`src/rtl/sdf_stage_ctrl.sv`:
```
`default_nettype none
// ============================================================================
// Module   : sdf_stage_ctrl
// Purpose  : Sample-counter sequencer for one radix-2^2 SDF stage pair
//            (BF1 + BF2 + twiddle). Optional counters: SDF_STAGE_CTRL_FRAMECNT_EN
// Revision : 1.0 - initial release
// ============================================================================
module sdf_stage_ctrl #(
    parameter int N     = 64,
    parameter int STAGE = 0,
    parameter int PIPE  = 1,
    parameter int AW    = $clog2(N)
) (
    input  logic          clk,
    input  logic          rst_n,
    input  logic          in_valid,
    input  logic          in_sop,
    output logic          zero_in,
    output logic          bf1_sel,
    output logic          bf2_sel,
    output logic          negj_sel,
    output logic [AW-1:0] tw_addr,
    output logic          out_valid,
    output logic          out_sop,
    output logic          err,
`ifdef SDF_STAGE_CTRL_FRAMECNT_EN
    output logic [15:0]   frame_cnt,
    output logic [7:0]    gap_cnt,
`endif
    output logic          busy
);

    localparam int c_m   = N >> (2 * STAGE);
    localparam int c_l   = $clog2(c_m);
    localparam int c_lat = c_m / 2 + c_m / 4 + PIPE;

    localparam logic [c_l-1:0] c_one   = c_l'(1);
    localparam logic [c_l-1:0] c_last  = c_l'(c_m - 1);
    localparam logic [c_l-1:0] c_d2    = c_l'(c_m / 4);
    localparam logic [c_l-1:0] c_d2x2  = c_l'(c_m / 2);
    localparam logic [c_l-1:0] c_d2x3  = c_l'(3 * c_m / 4);

    typedef enum logic [1:0] {
        S_IDLE  = 2'd0,
        S_RUN   = 2'd1,
        S_FLUSH = 2'd2
    } state_t;

    state_t           r_state, w_state_nxt;
    logic [c_l-1:0]   r_c, w_c_nxt, w_c_eff, w_c_d2, w_c_tw, w_kr;
    logic [1:0]       w_k;
    logic [AW-1:0]    w_tw, r_tw;
    logic [c_lat-1:0] r_vld_sr, r_sop_sr;
    logic             r_armed, r_err;
    logic             w_start, w_issue, w_zero, w_err_evt, w_active, w_last, w_bf2_d;

    assign w_active = (r_state != S_IDLE);
    assign w_last   = (r_c == c_last);
    // A new frame may only open from IDLE/FLUSH, and never on the first edge after reset
    assign w_start  = in_valid & in_sop & r_armed & (r_state != S_RUN);
    assign w_c_eff  = w_start ? '0 : r_c;

    always_comb begin
        w_state_nxt = r_state;
        w_c_nxt     = r_c + c_one;
        w_issue     = 1'b0;
        w_zero      = 1'b0;
        w_err_evt   = 1'b0;
        unique case (r_state)
            S_IDLE: begin
                w_c_nxt = '0;
                if (w_start) begin
                    w_state_nxt = S_RUN;
                    w_c_nxt     = c_one;
                    w_issue     = 1'b1;
                end
            end
            S_RUN: begin
                // Index 0 of every frame is taken in IDLE/FLUSH, so any sop seen here is misaligned
                w_issue   = 1'b1;
                w_zero    = ~in_valid;
                w_err_evt = (~in_valid & ~w_last) | (in_valid & in_sop);
                if (w_last) begin
                    w_state_nxt = S_FLUSH;
                end
            end
            S_FLUSH: begin
                if (w_start) begin
                    w_state_nxt = S_RUN;
                    w_c_nxt     = c_one;
                    w_issue     = 1'b1;
                end else begin
                    w_zero = 1'b1;
                    if (w_last) begin
                        w_state_nxt = S_IDLE;
                    end
                end
            end
            default: begin
                w_state_nxt = S_IDLE;
                w_c_nxt     = '0;
            end
        endcase
    end

    // bf2 select of the sample now leaving the D2 line: bit L-2 of (c - D2) by range compare
    assign w_c_d2  = w_c_eff - c_d2;
    assign w_bf2_d = ((w_c_d2 >= c_d2) && (w_c_d2 < c_d2x2)) || (w_c_d2 >= c_d2x3);

    assign bf1_sel  = w_active & w_c_eff[c_l-1];
    assign bf2_sel  = w_active & w_c_eff[c_l-2];
    assign negj_sel = w_active & w_c_eff[c_l-1] & ~w_c_eff[c_l-2] & w_bf2_d;

    assign w_c_tw = w_c_eff - c_d2x3;
    assign w_k    = {w_c_tw[c_l-2], w_c_tw[c_l-1]};

    generate
        if (c_l >= 3) begin : g_tw_kr
            assign w_kr = {{(c_l-2){1'b0}}, w_k} * {2'b00, w_c_tw[c_l-3:0]};
        end else begin : g_tw_zero
            assign w_kr = '0;
        end
    endgenerate

    assign w_tw = AW'(w_kr) << (2 * STAGE);

    always_ff @(posedge clk or negedge rst_n) begin
        if (!rst_n) begin
            r_state  <= S_IDLE;
            r_c      <= '0;
            r_armed  <= 1'b0;
            r_err    <= 1'b0;
            r_tw     <= '0;
            r_vld_sr <= '0;
            r_sop_sr <= '0;
        end else begin
            r_state  <= w_state_nxt;
            r_c      <= w_c_nxt;
            r_armed  <= 1'b1;
            r_err    <= r_err | w_err_evt;
            r_tw     <= (w_active | w_start) ? w_tw : '0;
            r_vld_sr <= {r_vld_sr[c_lat-2:0], w_issue};
            r_sop_sr <= {r_sop_sr[c_lat-2:0], w_start};
        end
    end

    assign zero_in   = w_zero;
    assign tw_addr   = r_tw;
    assign out_valid = r_vld_sr[c_lat-1];
    assign out_sop   = r_sop_sr[c_lat-1];
    assign err       = r_err;
    assign busy      = w_active;

`ifdef SDF_STAGE_CTRL_FRAMECNT_EN
    logic [15:0] r_frame_cnt;
    logic [7:0]  r_gap_cnt;

    always_ff @(posedge clk or negedge rst_n) begin
        if (!rst_n) begin
            r_frame_cnt <= '0;
            r_gap_cnt   <= '0;
        end else begin
            if (r_sop_sr[c_lat-1]) begin
                r_frame_cnt <= r_frame_cnt + 16'd1;
            end
            if (w_err_evt && (r_gap_cnt != 8'hFF)) begin
                r_gap_cnt <= r_gap_cnt + 8'd1;
            end
        end
    end

    assign frame_cnt = r_frame_cnt;
    assign gap_cnt   = r_gap_cnt;
`endif

endmodule
`default_nettype wire

```
`config.mk`:
```
export PLATFORM = sky130hd
export DESIGN_NAME = sdf_stage_ctrl
export DESIGN_NICKNAME = d
export VERILOG_FILES = /design/src/rtl/sdf_stage_ctrl.sv
export SDC_FILE = /design/constraint.sdc
export NUM_CORES = 1
export LEC_CHECK = 0
export CAP_MARGIN = 30
export CORE_AREA = 2 2 96 70
export DETAILED_ROUTE_END_ITERATION = 10
export DIE_AREA = 0 0 98 72
export PLACE_DENSITY = 0.75
export SYNTH_ARGS = -nofsm -noshare
export SYNTH_HDL_FRONTEND = slang
export SYNTH_SLANG_ARGS = --single-unit
```
`constraint.sdc`:
```
create_clock -name clk -period 2.9 [get_ports clk]
set_clock_uncertainty 0.15 [all_clocks]
set_input_delay 0.58 -clock clk [delete_from_list [all_inputs] [get_ports clk]]
set_output_delay 0.58 -clock clk [all_outputs]
set_load 0.05 [all_outputs]
```
Word level (Yosys, flattened, before mapping)
Cells that the tools add are included.

Flip-flop bits (word level): 114. Output and inout port bits: 14. Word-level logic and storage cells: 56.

Add/subtract/negate cells: 3. Multiply operators: 1. Order comparisons: 3. Equality and inequality tests: 7. Multiplexer cells: 15. Bitwise operators: 14. Reductions and logical operators: 6.

Operator list (number): $mux W6 (3); $pmux W6 S3 (1); $and A1 B1 Y1 (8); $mux W2 (4); $add A6 B1 Y6 const B (1); $eq A6 B6 Y1 const B (1); $ge A6 B5 Y1 const B (1); $ge A6 B6 Y1 const B (1); $lt A6 B6 Y1 const B (1); $mul A2 B4 Y6 (1); $pmux W2 S3 (1); $sub A6 B5 Y6 const B (1); $sub A6 B6 Y6 const B (1); $mux W1 (4); $ne A2 B2 Y1 const B (2); $pmux W1 S2 (2); $ne A3 B3 Y1 const B (1); $not A1 Y1 (3); $or A1 B1 Y1 (3); $reduce_and A3 Y1 (1); $eq A2 B1 Y1 const B (1); $eq A2 B2 Y1 const B (1); $logic_not A2 Y1 (1); $ne A2 B1 Y1 const B (1); 4 further kinds (4).

Depth between registers and ports, before layout
Word-level depth: 9. Depth in mapped cells: 11.

Least setup slack after synthesis
OpenSTA, ideal clock, no wires.

Path type: register to output. Start point: reg r_state[0]. End point: out negj_sel. Data arrival time: 2.474 ns. Slack: -0.304 ns. Stages on the path, launching flop included: 7. Cells stage by stage: dfrtp_1 -> inv_1 -> ha_1 -> buf_2 -> inv_1 -> and3_1 -> nor2b_1.

Elaborated cells between the ends (all ways): 14. Classes of those cells: 1 x add/sub; 3 x order compare; 1 x eq/ne; 1 x mux; 5 x bitwise; 3 x reduce/logical.

RTL lines: start, declared (line 49) `state_t r_state, w_state_nxt;`; start signal, assigned (line 137) `r_state <= w_state_nxt;`; $reduce_bool A2 Y1 (line 57) `assign w_active = (r_state != S_IDLE);`; named net busy (line 30) `output logic busy`; $and A1 B1 Y1; named net bf1_sel (line 19) `output logic bf1_sel,`; $and A1 B1 Y1 (2 in series) (line 112) `assign negj_sel = w_active & w_c_eff[c_l-1] & ~w_c_eff[c_l-2] & w_bf2_d;`; end, declared (line 21) `output logic negj_sel,`.

The timed path passes the listed nets, and every way through them passes these cells.

Final worst setup path
Start point: reg r_state[1]. End point: out negj_sel.

Longest elaborated chain between the ends: 8. Elaborated cells between the ends (all ways): 14. Classes of those cells: 1 x add/sub; 3 x order compare; 1 x eq/ne; 1 x mux; 5 x bitwise; 3 x reduce/logical.

RTL lines: $ne A2 B1 Y1 (line 60) `assign w_start = in_valid & in_sop & r_armed & (r_state != S_RUN);`; $and A1 B1 Y1 (line 60); $mux W6 (line 61) `assign w_c_eff = w_start ? '0 : r_c;`; $sub A6 B5 Y6 (line 107) `assign w_c_d2 = w_c_eff - c_d2;`; $ge A6 B5 Y1 or $lt A6 B6 Y1 (tied branches) (line 108) `assign w_bf2_d = ((w_c_d2 >= c_d2) && (w_c_d2 < c_d2x2)) || (w_c_d2 >= c_d2x3);`; $logic_and A1 B1 Y1 (line 108); $logic_or A1 B1 Y1 (line 108); $and A1 B1 Y1 (*) (line 112).

Every way passes the cells marked *; elsewhere a longest branch is shown, timed or not.

==> results.toml <==
[detailed_routing]
first_pass_iters = 4
drc = 0
ant_nets = 0
num_vias = 1596
viasPerCell = 4.90
wirelength_um = 5390
drt_iter0_drc = 106
wire_per_inst_um = 16.5

[global_route]
grt_usage = 0.182
grt_pass1_wl_um = 9180
antenna_found_initial = 0
gr-total-overflow = 0
grt_max_degree = 62
grt_pass1_vias = 1791

[worst_setup_path]
crit_required_ps = 2170
cp-start-kind = "flip-flop"
crit_path_end_kind = "output pin"
arrival_ps = 2050
crit_type = "flip-flop to output pin"
path_max_fanout = 9

[place]
placed_cells = 293
pre_cts_ws_ps = -0.888
dp_hpwl_um = 2740
post_dp_cell_area_um2 = 3740
place.gp.congestion = 0.780
portBuffers = 17

[clock_tree]
worstSkewPairLatency_ps = 500
cts-root-buf = "clkbuf_8"
cts_max_path_buffers = 2
cts_sinks = 114
clkTransAtPathRegs_ps = 60
cts_max_level = 4
cts_tree = "built"
numCtsBuffers = 17

[sta]
fin_hold_ws_ps = 190
fin_ws_ps = 118
fmax_mhz = 359
setup_viol = 0
rsz0062_at_grt = "no"
worstMarginPinSlew_ps = 532
slew_headroom = 0.644
period_share = 0.959
maxSlewViolCount = 0
finalHoldViolations = 0
fin_crit_ps = 2780

[min_path]
min_path_type = "flip-flop to flip-flop"

[synth]
yosysTopAreaCellShare = 0.835
yosys-top-cells-area = "dfrtp_1 (84%), ha_1 (2.9%), xor2_1 (0.77%)"
yosys_warnings = 0
netlist_instances = 192
synth-edff-count = 0
synth_area_per_cell_um2 = 17.8
synth_largest_area_cell = "dfrtp_1"
yosysSeqAreaShare = 0.835
yosys-top-cells-count = "dfrtp_1 (114), ha_1 (8), inv_1 (6), nand2_1 (6)"
synthFlopType = "dfrtp_1"
synth_area_um2 = 3420
synth.most_common_cell = "dfrtp_1"
synthesis.nets = 205
async_flop_share = 1.00
ys_types = 35
ys_ff_latch = 114

[floorplanning]
start_util = 0.560
core_region_area_um2 = 6100
die_y_um = 72
std_cell_rows = 24
num_io_pins = 18
die-area_um2 = 7060
die_w_um = 98

[cells_and_area]
fin_cells = 326
nets = 248
layout-drive-gt1-share = 0.218
final_area_um2 = 4410
antennaDiodeCount = 0
synthToLayoutAreaGrowth_pct = 29.2

[power]
cellPowerDensity_nw_per_um2 = 1050
power.share.switching = 0.237
p_clk_frac = 0.474
power.internal_mw = 3.52
combPwrFrac = 0.082
p_leak_nw = 2.20
ir_drop_v = 0.000569
p_seq_frac = 0.444
p_switching_mw = 1.09

[run_status]
status = "finished, final reports clean"

[flow_run]
cap_violations = 0
==> state kept, by name, indices dropped and copies added (netlist names) <==
name and count:
r_c 6, r_state 2, r_armed 1, tw_addr 6
r_sop_sr 49, err 1, r_vld_sr 49
==> power groups by stage <==
stage	Combinational (mW)	Sequential, mW	Clock, mW
final	0.380	2.05	2.19
after floorplan	0.193	2.05	0
after CTS	0.377	2.06	2.23
after detailed placement	0.366	2.06	0
after global routing	0.419	2.08	2.31
after global placement	0.356	2.06	0
==> area by class of cell <==
class,instances,area (µm²)
Fill cell,359,1680
Clock buffer,19,442
Timing Repair Buffer,26,246
Multi-Input combinational cell,70,551
Inverter,6,22.5
Clock inverter,13,201
Sequential cell,114,2850
Tap cell,78,97.6
==> cell usage in the layout (no fill, tap or decap), types with 2 or more instances in the layout <==
cell type and count:
dfrtp_1 114, clkbuf_16 16, clkdlybuf4s50_1 11, buf_4 11, ha_1 7, clkinv_4 7
inv_1 6, nand2_1 6, a21oi_1 5, nor3_1 5, nor2_1 4, and2_1 4
bufinv_16 4, o21ai_0 3, xor2_1 3, clkbuf_8 3, xnor2_1 2, and2_2 2
nand3_1 2, a21o_1 2, mux2_2 2, or3_1 2, and3_1 2
==> cells by family after synthesis <==
kind of cell	Yosys count	synth area share
DFF	114	0.835
muxes	3	0.00952
other	1	0.00110
AOI/OAI and AO/OA	17	0.0337
and+or+nand+nor	35	0.0630
buffers and inverters	8	0.00952
adders and majority gates	9	0.0352
xor gates and xnor gates	5	0.0128
==> final timing paths <==
| kind | slack, ps | endpoint | cells after the start | from |
|---|---|---|---|---|
| min | 190 | r_sop_sr[38]$_DFF_PN0_ | 0 | r_sop_sr[37]$_DFF_PN0_ |
| min reg2reg | 190 | r_sop_sr[38]$_DFF_PN0_ | 0 | r_sop_sr[37]$_DFF_PN0_ |
| max in group asynchronous | 1550 | r_vld_sr[16]$_DFF_PN0_ | 3 | rst_n |
| min in group asynchronous | 340 | r_sop_sr[45]$_DFF_PN0_ | 2 | rst_n |
| max reg2reg | 340 | tw_addr[4]$_DFF_PN0_ | 10 | r_state[1]$_DFFE_PN0P_ |
| max | 120 | negj_sel | 7 | r_state[1]$_DFFE_PN0P_ |
==> worst max-delay path, cell delays in order, from the launching register on <==
cell and delay [ps]:
dfrtp_1 420, inv_1 140, ha_4 190, nand4b_4 140
buf_4 170, and3_1 190, nor2b_4 140, buf_6 160
==> repair_timing <==
item / 4_1_cts / 5_1_grt
setup buffers: 0 / 0
setup endpoints to repair: 1 / 2
hold buffers: 1 / 0
hold endpoints to repair: 18 / 0
resized for setup: 1 / 3
==> layer usage <==
layer | vias up | GRT usage | wire length, µm
li1 | 721 | - | -
met1 | 819 | 0.243 | 2530
met2 | 46 | 0.256 | 2490
met3 | 10 | 0.0713 | 260
met4 | 0 | 0.114 | 106
met5 | - | 0 | 0
==> metrics by stage <==
step           setup TNS (ps)  utilization  total power, mW
2_1_floorplan               0            -             2.24
3_3_place_gp                0        0.614             2.41
3_5_place_dp           -0.888        0.614             2.42
4_1_cts                     0        0.721             4.66
5_1_grt                     0        0.724             4.81
6_report                    0        0.724             4.62
(Power assumes the default switching activity.)
